`src/rtl/multi_alarm_clock.sv`:
```
// -----------------------------------------------------------------------------
// multi_alarm_clock
//
// 24h HH:MM:SS BCD clock. It has an internal second prescaler, NUM_ALARMS
// independently enabled alarm slots, snooze with re-ring, and an automatic
// stop after RING_MIN minute boundaries with no response.
//
// Optional feature macro: HOUR12_EN
//   When defined, the mode_12h input and the PM output are added. Time is
//   still kept and loaded in 24h form; only the hour display changes.
//
// Ports:
//   clk        in   system clock
//   reset      in   asynchronous reset, active low
//   H_in1/H_in0, M_in1/M_in0
//              in   BCD hour/minute used by LD_time and LD_alarm
//   LD_time    in   load the current time (seconds and prescaler are cleared)
//   LD_alarm   in   write alarm slot alarm_sel
//   alarm_sel  in   slot index for LD_alarm
//   AL_ON      in   per-slot alarm enable
//   STOP_al    in   stop a ringing or snoozed alarm
//   SNOOZE     in   snooze a ringing alarm
//   mode_12h   in   12h display select (HOUR12_EN only)
//   Alarm      out  buzzer drive, registered
//   alarm_id   out  slot that caused the current ring or snooze
//   H_out1..S_out0
//              out  BCD time display
//   PM         out  afternoon indicator in 12h mode (HOUR12_EN only)
//
// FSM states:
//   state     | meaning
//   ----------+------------------------------------------------------
//   S_IDLE    | no alarm active; waits for a slot match at a minute boundary
//   S_RINGING | buzzer on; counts minute boundaries toward auto-stop
//   S_SNOOZED | buzzer off; re-rings when H:M reaches the snooze target
// -----------------------------------------------------------------------------
module multi_alarm_clock #(
    parameter int CLK_PER_SEC = 10,
    parameter int NUM_ALARMS  = 4,
    parameter int SNOOZE_MIN  = 5,
    parameter int RING_MIN    = 2,
    localparam int AW         = (NUM_ALARMS > 1) ? $clog2(NUM_ALARMS) : 1
) (
    input  logic                  clk,
    input  logic                  reset,
    input  logic [1:0]            H_in1,
    input  logic [3:0]            H_in0,
    input  logic [3:0]            M_in1,
    input  logic [3:0]            M_in0,
    input  logic                  LD_time,
    input  logic                  LD_alarm,
    input  logic [AW-1:0]         alarm_sel,
    input  logic [NUM_ALARMS-1:0] AL_ON,
    input  logic                  STOP_al,
    input  logic                  SNOOZE,
`ifdef HOUR12_EN
    input  logic                  mode_12h,
    output logic                  PM,
`endif
    output logic                  Alarm,
    output logic [AW-1:0]         alarm_id,
    output logic [1:0]            H_out1,
    output logic [3:0]            H_out0,
    output logic [3:0]            M_out1,
    output logic [3:0]            M_out0,
    output logic [3:0]            S_out1,
    output logic [3:0]            S_out0
);

    localparam int            PW        = (CLK_PER_SEC > 1) ? $clog2(CLK_PER_SEC) : 1;
    localparam logic [PW-1:0] PRESC_MAX = PW'(CLK_PER_SEC - 1);

    typedef enum logic [1:0] {
        S_IDLE    = 2'd0,
        S_RINGING = 2'd1,
        S_SNOOZED = 2'd2
    } state_t;

    // Timekeeping registers
    logic [PW-1:0] r_presc;
    logic [1:0]    r_h1;
    logic [3:0]    r_h0;
    logic [3:0]    r_m1;
    logic [3:0]    r_m0;
    logic [3:0]    r_s1;
    logic [3:0]    r_s0;
    logic          r_mb;

    // Alarm slots, packed as {H1, H0, M1, M0}
    logic [13:0]   r_slot [NUM_ALARMS];

    // FSM
    state_t        r_state;
    state_t        w_state_nxt;
    logic [AW-1:0] r_alarm_id;
    logic [AW-1:0] w_alarm_id_nxt;
    logic [5:0]    r_ring_cnt;
    logic [5:0]    w_ring_cnt_nxt;
    logic [4:0]    r_snz_h;
    logic [4:0]    w_snz_h_nxt;
    logic [5:0]    r_snz_m;
    logic [5:0]    w_snz_m_nxt;
    logic          r_alarm;

    // Combinational helpers
    logic          w_tick;
    logic          w_ld_ok;
    logic [13:0]   w_hm_in;
    logic [13:0]   w_cur_hm;
    logic [4:0]    w_cur_h;
    logic [5:0]    w_cur_m;
    logic [6:0]    w_sum_m;
    logic [4:0]    w_tgt_h;
    logic [5:0]    w_tgt_m;
    logic          w_match;
    logic [AW-1:0] w_match_id;
    logic          w_id_on;

    assign w_tick   = (r_presc == PRESC_MAX);
    assign w_hm_in  = {H_in1, H_in0, M_in1, M_in0};
    assign w_cur_hm = {r_h1, r_h0, r_m1, r_m0};

    // A load is accepted only if every digit is legal and hours <= 23.
    assign w_ld_ok = (((H_in1 < 2'd2) && (H_in0 <= 4'd9)) ||
                      ((H_in1 == 2'd2) && (H_in0 <= 4'd3))) &&
                     (M_in1 <= 4'd5) && (M_in0 <= 4'd9);

    // Binary view of the current H:M, used for snooze arithmetic and compare
    assign w_cur_h = (5'(r_h1) * 5'd10) + 5'(r_h0);
    assign w_cur_m = (6'(r_m1) * 6'd10) + 6'(r_m0);

    // Snooze target = current H:M + SNOOZE_MIN, at most one minute wrap
    assign w_sum_m = 7'(w_cur_m) + 7'(SNOOZE_MIN);

    always_comb begin
        w_tgt_m = w_sum_m[5:0];
        w_tgt_h = w_cur_h;
        if (w_sum_m >= 7'd60) begin
            w_tgt_m = 6'(w_sum_m - 7'd60);
            w_tgt_h = (w_cur_h == 5'd23) ? 5'd0 : (w_cur_h + 5'd1);
        end
    end

    // -------------------------------------------------------------------------
    // Prescaler and BCD time. r_mb flags the cycle after the time became
    // HH:MM:00, either through a seconds carry or a time load.
    // -------------------------------------------------------------------------
    always_ff @(posedge clk or negedge reset) begin
        if (!reset) begin
            r_presc <= '0;
            r_h1    <= '0;
            r_h0    <= '0;
            r_m1    <= '0;
            r_m0    <= '0;
            r_s1    <= '0;
            r_s0    <= '0;
            r_mb    <= 1'b0;
        end else begin
            r_mb <= 1'b0;
            if (LD_time && w_ld_ok) begin
                r_presc <= '0;
                r_h1    <= H_in1;
                r_h0    <= H_in0;
                r_m1    <= M_in1;
                r_m0    <= M_in0;
                r_s1    <= '0;
                r_s0    <= '0;
                r_mb    <= 1'b1;
            end else if (w_tick) begin
                r_presc <= '0;
                if (r_s0 == 4'd9) begin
                    r_s0 <= '0;
                    if (r_s1 == 4'd5) begin
                        r_s1 <= '0;
                        r_mb <= 1'b1;
                        if (r_m0 == 4'd9) begin
                            r_m0 <= '0;
                            if (r_m1 == 4'd5) begin
                                r_m1 <= '0;
                                if ((r_h1 == 2'd2) && (r_h0 == 4'd3)) begin
                                    r_h1 <= '0;
                                    r_h0 <= '0;
                                end else if (r_h0 == 4'd9) begin
                                    r_h0 <= '0;
                                    r_h1 <= r_h1 + 2'd1;
                                end else begin
                                    r_h0 <= r_h0 + 4'd1;
                                end
                            end else begin
                                r_m1 <= r_m1 + 4'd1;
                            end
                        end else begin
                            r_m0 <= r_m0 + 4'd1;
                        end
                    end else begin
                        r_s1 <= r_s1 + 4'd1;
                    end
                end else begin
                    r_s0 <= r_s0 + 4'd1;
                end
            end else begin
                r_presc <= r_presc + PW'(1);
            end
        end
    end

    // -------------------------------------------------------------------------
    // Alarm slot storage. Indices with no matching slot are simply not
    // written, which drops out-of-range alarm_sel values.
    // -------------------------------------------------------------------------
    always_ff @(posedge clk or negedge reset) begin
        if (!reset) begin
            for (int i = 0; i < NUM_ALARMS; i++) begin
                r_slot[i] <= '0;
            end
        end else if (LD_alarm && w_ld_ok) begin
            for (int i = 0; i < NUM_ALARMS; i++) begin
                if (alarm_sel == AW'(i)) begin
                    r_slot[i] <= w_hm_in;
                end
            end
        end
    end

    // Scan from the top down so the lowest matching slot is the one kept.
    always_comb begin
        w_match    = 1'b0;
        w_match_id = '0;
        for (int i = NUM_ALARMS - 1; i >= 0; i--) begin
            if (AL_ON[i] && (r_slot[i] == w_cur_hm)) begin
                w_match    = 1'b1;
                w_match_id = AW'(i);
            end
        end
    end

    always_comb begin
        w_id_on = 1'b0;
        for (int i = 0; i < NUM_ALARMS; i++) begin
            if (r_alarm_id == AW'(i)) begin
                w_id_on = AL_ON[i];
            end
        end
    end

    // -------------------------------------------------------------------------
    // Alarm FSM
    // -------------------------------------------------------------------------
    always_comb begin
        w_state_nxt    = r_state;
        w_alarm_id_nxt = r_alarm_id;
        w_ring_cnt_nxt = r_ring_cnt;
        w_snz_h_nxt    = r_snz_h;
        w_snz_m_nxt    = r_snz_m;
        case (r_state)
            S_IDLE: begin
                if (r_mb && w_match) begin
                    w_state_nxt    = S_RINGING;
                    w_alarm_id_nxt = w_match_id;
                    w_ring_cnt_nxt = '0;
                end
            end
            S_RINGING: begin
                if (STOP_al || !w_id_on) begin
                    w_state_nxt    = S_IDLE;
                    w_ring_cnt_nxt = '0;
                end else if (SNOOZE) begin
                    w_state_nxt = S_SNOOZED;
                    w_snz_h_nxt = w_tgt_h;
                    w_snz_m_nxt = w_tgt_m;
                end else if (r_mb) begin
                    if ((r_ring_cnt + 6'd1) >= 6'(RING_MIN)) begin
                        w_state_nxt    = S_IDLE;
                        w_ring_cnt_nxt = '0;
                    end else begin
                        w_ring_cnt_nxt = r_ring_cnt + 6'd1;
                    end
                end
            end
            S_SNOOZED: begin
                if (STOP_al || !w_id_on) begin
                    w_state_nxt = S_IDLE;
                end else if (r_mb && (w_cur_h == r_snz_h) && (w_cur_m == r_snz_m)) begin
                    w_state_nxt    = S_RINGING;
                    w_ring_cnt_nxt = '0;
                end
            end
            default: begin
                w_state_nxt = S_IDLE;
            end
        endcase
    end

    always_ff @(posedge clk or negedge reset) begin
        if (!reset) begin
            r_state    <= S_IDLE;
            r_alarm_id <= '0;
            r_ring_cnt <= '0;
            r_snz_h    <= '0;
            r_snz_m    <= '0;
            r_alarm    <= 1'b0;
        end else begin
            r_state    <= w_state_nxt;
            r_alarm_id <= w_alarm_id_nxt;
            r_ring_cnt <= w_ring_cnt_nxt;
            r_snz_h    <= w_snz_h_nxt;
            r_snz_m    <= w_snz_m_nxt;
            r_alarm    <= (w_state_nxt == S_RINGING);
        end
    end

    assign Alarm    = r_alarm;
    assign alarm_id = r_alarm_id;
    assign M_out1   = r_m1;
    assign M_out0   = r_m0;
    assign S_out1   = r_s1;
    assign S_out0   = r_s0;

    // -------------------------------------------------------------------------
    // Hour display
    // -------------------------------------------------------------------------
`ifdef HOUR12_EN
    logic [4:0] w_hr12;

    always_comb begin
        H_out1 = r_h1;
        H_out0 = r_h0;
        PM     = 1'b0;
        w_hr12 = w_cur_h;
        if (mode_12h) begin
            PM = (w_cur_h >= 5'd12);
            if (w_cur_h == 5'd0) begin
                w_hr12 = 5'd12;
            end else if (w_cur_h > 5'd12) begin
                w_hr12 = w_cur_h - 5'd12;
            end
            if (w_hr12 >= 5'd10) begin
                H_out1 = 2'd1;
                H_out0 = 4'(w_hr12 - 5'd10);
            end else begin
                H_out1 = 2'd0;
                H_out0 = 4'(w_hr12);
            end
        end
    end
`else
    assign H_out1 = r_h1;
    assign H_out0 = r_h0;
`endif

endmodule

```
`config.mk`:
```
export PLATFORM = sky130hd
export DESIGN_NAME = multi_alarm_clock
export DESIGN_NICKNAME = d
export VERILOG_FILES = /design/src/rtl/multi_alarm_clock.sv
export SDC_FILE = /design/constraint.sdc
export NUM_CORES = 1
export LEC_CHECK = 0
export ABC_AREA = 1
export BUFFER_PORTS_ARGS = -buffer_cell sky130_fd_sc_hd__buf_2
export CELL_PAD_IN_SITES_DETAIL_PLACEMENT = 0
export CELL_PAD_IN_SITES_GLOBAL_PLACEMENT = 1
export CORE_MARGIN = 2
export CORE_UTILIZATION = 46
export CTS_BUF_LIST = sky130_fd_sc_hd__clkbuf_4 sky130_fd_sc_hd__clkbuf_8
export CTS_CLUSTER_SIZE = 40
export DETAILED_ROUTE_END_ITERATION = 10
export PLACE_DENSITY_LB_ADDON = 0.1
export SYNTH_ARGS = -nofsm -noshare
export SYNTH_HDL_FRONTEND = slang
export SYNTH_SLANG_ARGS = --single-unit
export TNS_END_PERCENT = 1
```
`constraint.sdc`:
```
create_clock -name clk -period 3.5 [get_ports clk]
set_clock_uncertainty 0.1 [all_clocks]
set_input_delay 0.7 -clock clk [delete_from_list [all_inputs] [get_ports clk]]
set_output_delay 0.7 -clock clk [all_outputs]
set_load 0.05 [all_outputs]
```
== Word level (Yosys, flattened, before mapping) ==
Cells that the tools add are included.

* Add/sub/neg operators: 13
* Multiply operators: 2
* Magnitude comparators: 7
* Eq/ne operators: 30
* Mux-type cells: 71
* Bitwise operators: 1
* Reduce and logical (&&, ||, !) cells: 39

{| class="wikitable"
|+ Operators by type and width
! kind !! number
|-
| 4-bit two-way mux || 28
|-
| 14-bit == test || 4
|-
| 6-bit two-way mux || 8
|-
| 2-bit two-way mux || 19
|-
| 4-bit by 1-bit adder with 4-bit output, second input constant || 6
|-
| 6-bit one-hot mux with 3 select lines || 1
|-
| 4-bit == test, second input constant || 4
|-
| 2-bit == test, second input constant || 7
|-
| 1-bit logical AND || 14
|-
| 1-bit two-way mux || 12
|-
| 2-bit AND reduction || 6
|-
| 6-bit AND reduction || 2
|-
| 5-bit two-way mux || 2
|-
| 2-bit nonzero test || 5
|-
| 2-bit by 1-bit == test with 1-bit output, second input constant || 4
|-
| 4-bit by 3-bit == test with 1-bit output, second input constant || 2
|-
| 4-bit <= comparator, second input constant || 2
|-
| 6-bit by 3-bit adder with 7-bit output, second input constant || 1
|-
| 7-bit by 6-bit greater-or-equal comparator with 1-bit output, second input constant || 1
|-
| 6-bit by 1-bit adder with 6-bit output, second input constant || 1
|-
| 6-bit by 4-bit adder with 6-bit output || 1
|-
| 6-bit == test || 1
|-
| 6-bit by 2-bit greater-or-equal comparator with 1-bit output, second input constant || 1
|-
| 2-bit logical NOT || 3
|-
| 22 further kinds || 28
|}

* Bits in registers: 105
* Input port bits: 26
* Logic and storage cells: 181

== Depth between registers and ports, before layout ==
* Word-level depth: 10
* Gate-level depth with buffers: 17

== Worst setup path before layout ==
No wires, ideal clock.

* Path kind: flip-flop to flip-flop
* From: reg r_m0[1], in the netlist M_out0[1]
* To: reg r_snz_m[2]
* Setup time: 0.117 ns
* Arrival time: 2.673 ns
* Required time: 3.283 ns
* Path slack: 0.609 ns
* Stages on the path, launching flop included: 15
* Period minus slack after synthesis: 2.891 ns
* Cells stage by stage: dfrtp_1 ha_1 fa_1 a21oi_1 or2_4 nand2_1 inv_1 ha_1 nand2_1 a21oi_2 nand2_4 nand2_4 nand2_1 nand3_1 nand2_1

* Longest elaborated chain between the ends: 4

{| class="wikitable"
|+ RTL lines
! element !! line !! text
|-
| start: declaration || 84 || <nowiki>logic [3:0] r_m0;</nowiki>
|-
| start signal: assignment || 165 || <nowiki>r_m0 <= M_in0;</nowiki>
|-
| start signal: assignment || 193 || <nowiki>r_m0 <= r_m0 + 4'd1;</nowiki>
|-
| 6-bit by 4-bit adder with 6-bit output * || 130 || <nowiki>assign w_cur_m = (6'(r_m1) * 6'd10) + 6'(r_m0);</nowiki>
|-
| 6-bit by 3-bit adder with 7-bit output * || 133 || <nowiki>assign w_sum_m = 7'(w_cur_m) + 7'(SNOOZE_MIN);</nowiki>
|-
| 6-bit subtractor or 7-bit by 6-bit greater-or-equal comparator with 1-bit output (tied branches) || 139, 138 ||
|-
| 6-bit two-way mux * || 138 || <nowiki>if (w_sum_m >= 7'd60) begin</nowiki>
|-
| end signal: assignment || 307 || <nowiki>r_snz_m <= w_snz_m_nxt;</nowiki>
|-
| end: declaration || 101 || <nowiki>logic [5:0] r_snz_m;</nowiki>
|}

Every way passes the cells marked *; elsewhere a longest branch is shown, timed or not.
A chain may end at the register's enable or synchronous reset.

== Worst setup path after layout ==
* From: reg r_h1[0], in the netlist H_out1[0]
* To: reg r_ring_cnt[1]

* Longest elaborated chain between the ends: 9

{| class="wikitable"
|+ RTL lines
! element !! line !! text
|-
| start: declaration || 81 || <nowiki>logic [1:0] r_h1;</nowiki>
|-
| start signal: assignment || 162 || <nowiki>r_h1 <= H_in1;</nowiki>
|-
| start signal: assignment || 185 || <nowiki>r_h1 <= r_h1 + 2'd1;</nowiki>
|-
| branches (longest 8 deep; another with 5-bit by 4-bit adder with 5-bit output) || -- ||
|-
| 6-bit AND reduction (no line) * || -- ||
|-
| end signal: assignment || 305 || <nowiki>r_ring_cnt <= w_ring_cnt_nxt;</nowiki>
|-
| end: declaration || 97 || <nowiki>logic [5:0] r_ring_cnt;</nowiki>
|}

Every way passes the cells marked *.

==> metrics <==
worst min-delay path category=in -> async; Yosys warning total=0; final setup vio count=0; RSZ-0062 raised after global routing=no; worst-case clock buffer depth=2; TritonCTS Buffers=9; Total Power=4.588 mW; Synth area leader=dfrtp_1; share of layout cells above drive strength 1=0.1320; Peak VDD IR=0.2617 mV; CP arrival=3200 ps; post-route cell area=0.007114 mm^2; reg2reg setup slack=490 ps; FP Rows=43; minimum clock period=3014 ps; DRT Wirelength=17460 um; Inst Count DP=1111; vias after detailed routing=5788; first-pass GRT wire length=28460 um; worst rel slew slack=0.6208; Via density=5.136; Power Density=644.9 mW/mm^2; ant diodes=0; status=finished clean; P_leak=3.707 nW; Crit Path Max Fanout=10; Worst Tran Pin Value=568.8 ps; Synth cell types=41; Finished Core Util=0.5145; synthesized area per cell=7.274 um^2; clk slew on worst S/H paths=110 ps; maximum clock rate=0.3318 GHz; Finished Layout Cells=1127; initial drt markers=518; global route overflow=0; Ports=51; EDFF count, synth=0; first-pass detailed-route iteration total=5; Post-layout nets=991; Cell Area, Synth=0.006474 mm^2; capturing point of the worst reg2reg path=r_ring_cnt[1]; cts hold-fix bufs=0; Reg2Reg Launch Point=H_out1[0]; crit path launch type=flop; Worst Setup SP=H_out1[0]; CTS tree=yes; Die Ht=122.6 um; Mapped Cells=890; Post-synth ARST share=1.000; initial antenna violation count=0; Crit. End Element=flop; Seq/Total Area, Yosys=0.4059; Max Cap Viol=0; top-area cell type share of the netlist area=0.4059; I/O Buffers=50; vias in the first global route=5521; Placed Area=0.006938 mm^2; Critical Path End=r_ring_cnt[1]; Reg2Reg Depth=15; final hold violations=0; insertion delay to the later sink of the worst-skew pair=400 ps; HPWL after DPL=12890 um; cts repair resizes=0; prevailing post-synth register cell=dfrtp_1; die area=0.01504 mm^2; largest net degree at the start of global routing=68; DRT antenna net count=0; clock root buffer=clkbuf_8; Req. time, crit path=3690 ps; Slew Viols, Final=0; Post-Route Setup TNS=0 ps; GRT Overall Usage=0.2499; register bit total from synthesis=105; postcts setup bufs=0; GP Congestion=0.8702; CTS Sinks=105; Final Cycle Share=0.8611; synth top area cells=dfrtp_1 (41%), nand2_1 (17%), inv_1 (5.7%); Post-Syn Nets=939; H-tree depth=3; synthesis-to-finish area growth=9.896%; WS Path Type=reg -> reg; # DRC=0; Core ar.=0.01383 mm^2; Starting Density=0.4682; wire per inst=15.49 um; DIE WIDTH=122.6 um
==> power breakdown <==
group / switching (mW) / total [mW] / internal, mW
clock: 0.472 / 0.739 / 0.267
combinational: 1.37 / 2.14 / 0.775
sequential: 0.265 / 1.70 / 1.44
total: 2.11 / 4.59 / 2.48
==> worst min-delay path by stage <==
stage / startpoint / slack, ps / cells after the start / end
2_1_floorplan: reset / 300 / 0 / Alarm
3_3_place_gp: r_slot[49] / 350 / 2 / r_slot[49]
3_5_place_dp: r_slot[49] / 370 / 2 / r_slot[49]
4_1_cts: reset / 180 / 1 / r_snz_m[5]
5_1_grt: reset / 190 / 1 / r_slot[34]
6_report: reset / 180 / 1 / r_snz_m[5]
==> kinds of logic after synthesis <==
kind of cell,count (synthesis),share of synthesized area
xor gates and xnor gates,35,0.05064
DFF,105,0.4059
buffers and inverters,142,0.08910
AOI/OAI and AO/OA,139,0.1154
adders and majority gates,23,0.04677
and+or+nand+nor,446,0.2922
==> critical path, stage by stage, from the launching register on <==
cell	delay [ps]
dfrtp_1	550
ha_1	310
fa_1	630
inv_1	130
nand2_1	80
o21ai_0	70
inv_1	60
nand2_1	40
nor2_1	80
nand2_1	50
nor2_1	130
nand3_1	160
a21oi_1	220
nand2_1	120
inv_2	110
nor2_1	60
==> layer usage <==
metal,GRT usage,part of all wire,up-vias
li1,-,-,2906
met1,0.3423,0.47,2717
met2,0.4017,0.46,144
met3,0.05158,0.049,21
met4,0.07112,0.019,0
met5,0,0,-
==> cells in the final DEF (no fill, tap or decap), types with 3 or more instances in the layout <==
| master | count |
|---|---|
| ha_1 | 21 |
| o21ai_0 | 61 |
| inv_2 | 19 |
| buf_2 | 49 |
| nor2_1 | 70 |
| nand4_1 | 4 |
| dfrtp_1 | 105 |
| nor2_4 | 4 |
| buf_4 | 13 |
| inv_1 | 99 |
| xor2_1 | 16 |
| xnor2_1 | 17 |
| or2_2 | 3 |
| nand3_1 | 50 |
| o22ai_1 | 7 |
| clkbuf_8 | 9 |
| o211ai_1 | 6 |
| nand2_2 | 4 |
| nand2_1 | 288 |
| o21ai_1 | 45 |
| nand2_4 | 6 |
| clkinv_2 | 3 |
| o221ai_1 | 3 |
| nand3b_1 | 5 |
| a21oi_1 | 12 |
| nor3_1 | 5 |
==> layout make-up <==
type                            instances  area, um^2
Clock inverter                          7       52.55
Tap cell                              180       225.2
Sequential cell                       105        2628
Multi-Input combinational cell        643        3269
Timing Repair Buffer                   63       362.8
Fill cell                            1359        6713
Inverter                              120       452.9
Clock buffer                            9       123.9
==> flip-flops by register name (all words and copies together) (netlist names), 4 cells and up <==
name	count
r_snz_m	6
r_presc	4
r_snz_h	5
S_out0	4
r_slot	56
M_out0	4
M_out1	4
H_out0	4
r_ring_cnt	6
S_out1	4
==> synthesized netlist by cell type (all sizes together), types with 5 or more instances <==
cell type and count:
a21oi 14, buf 13, clkbuf 9, dfrtp 105, ha 21, inv 119
nand2 298, nand3 51, nand3b 5, nor2 76, nor3 6, o211ai 6
o21ai 107, o22ai 7, xnor2 17, xor2 17
==> stage by stage <==
stage                     setup slack, ps  hold slack, ps
final                               486.3           180.6
after global routing                233.0           186.9
after CTS                           458.1           179.1
after detailed placement            468.6           365.7
after global placement              562.8           353.8
after floorplan                     609.3           304.4
No activity file was read; power rests on OpenSTA's default activity.
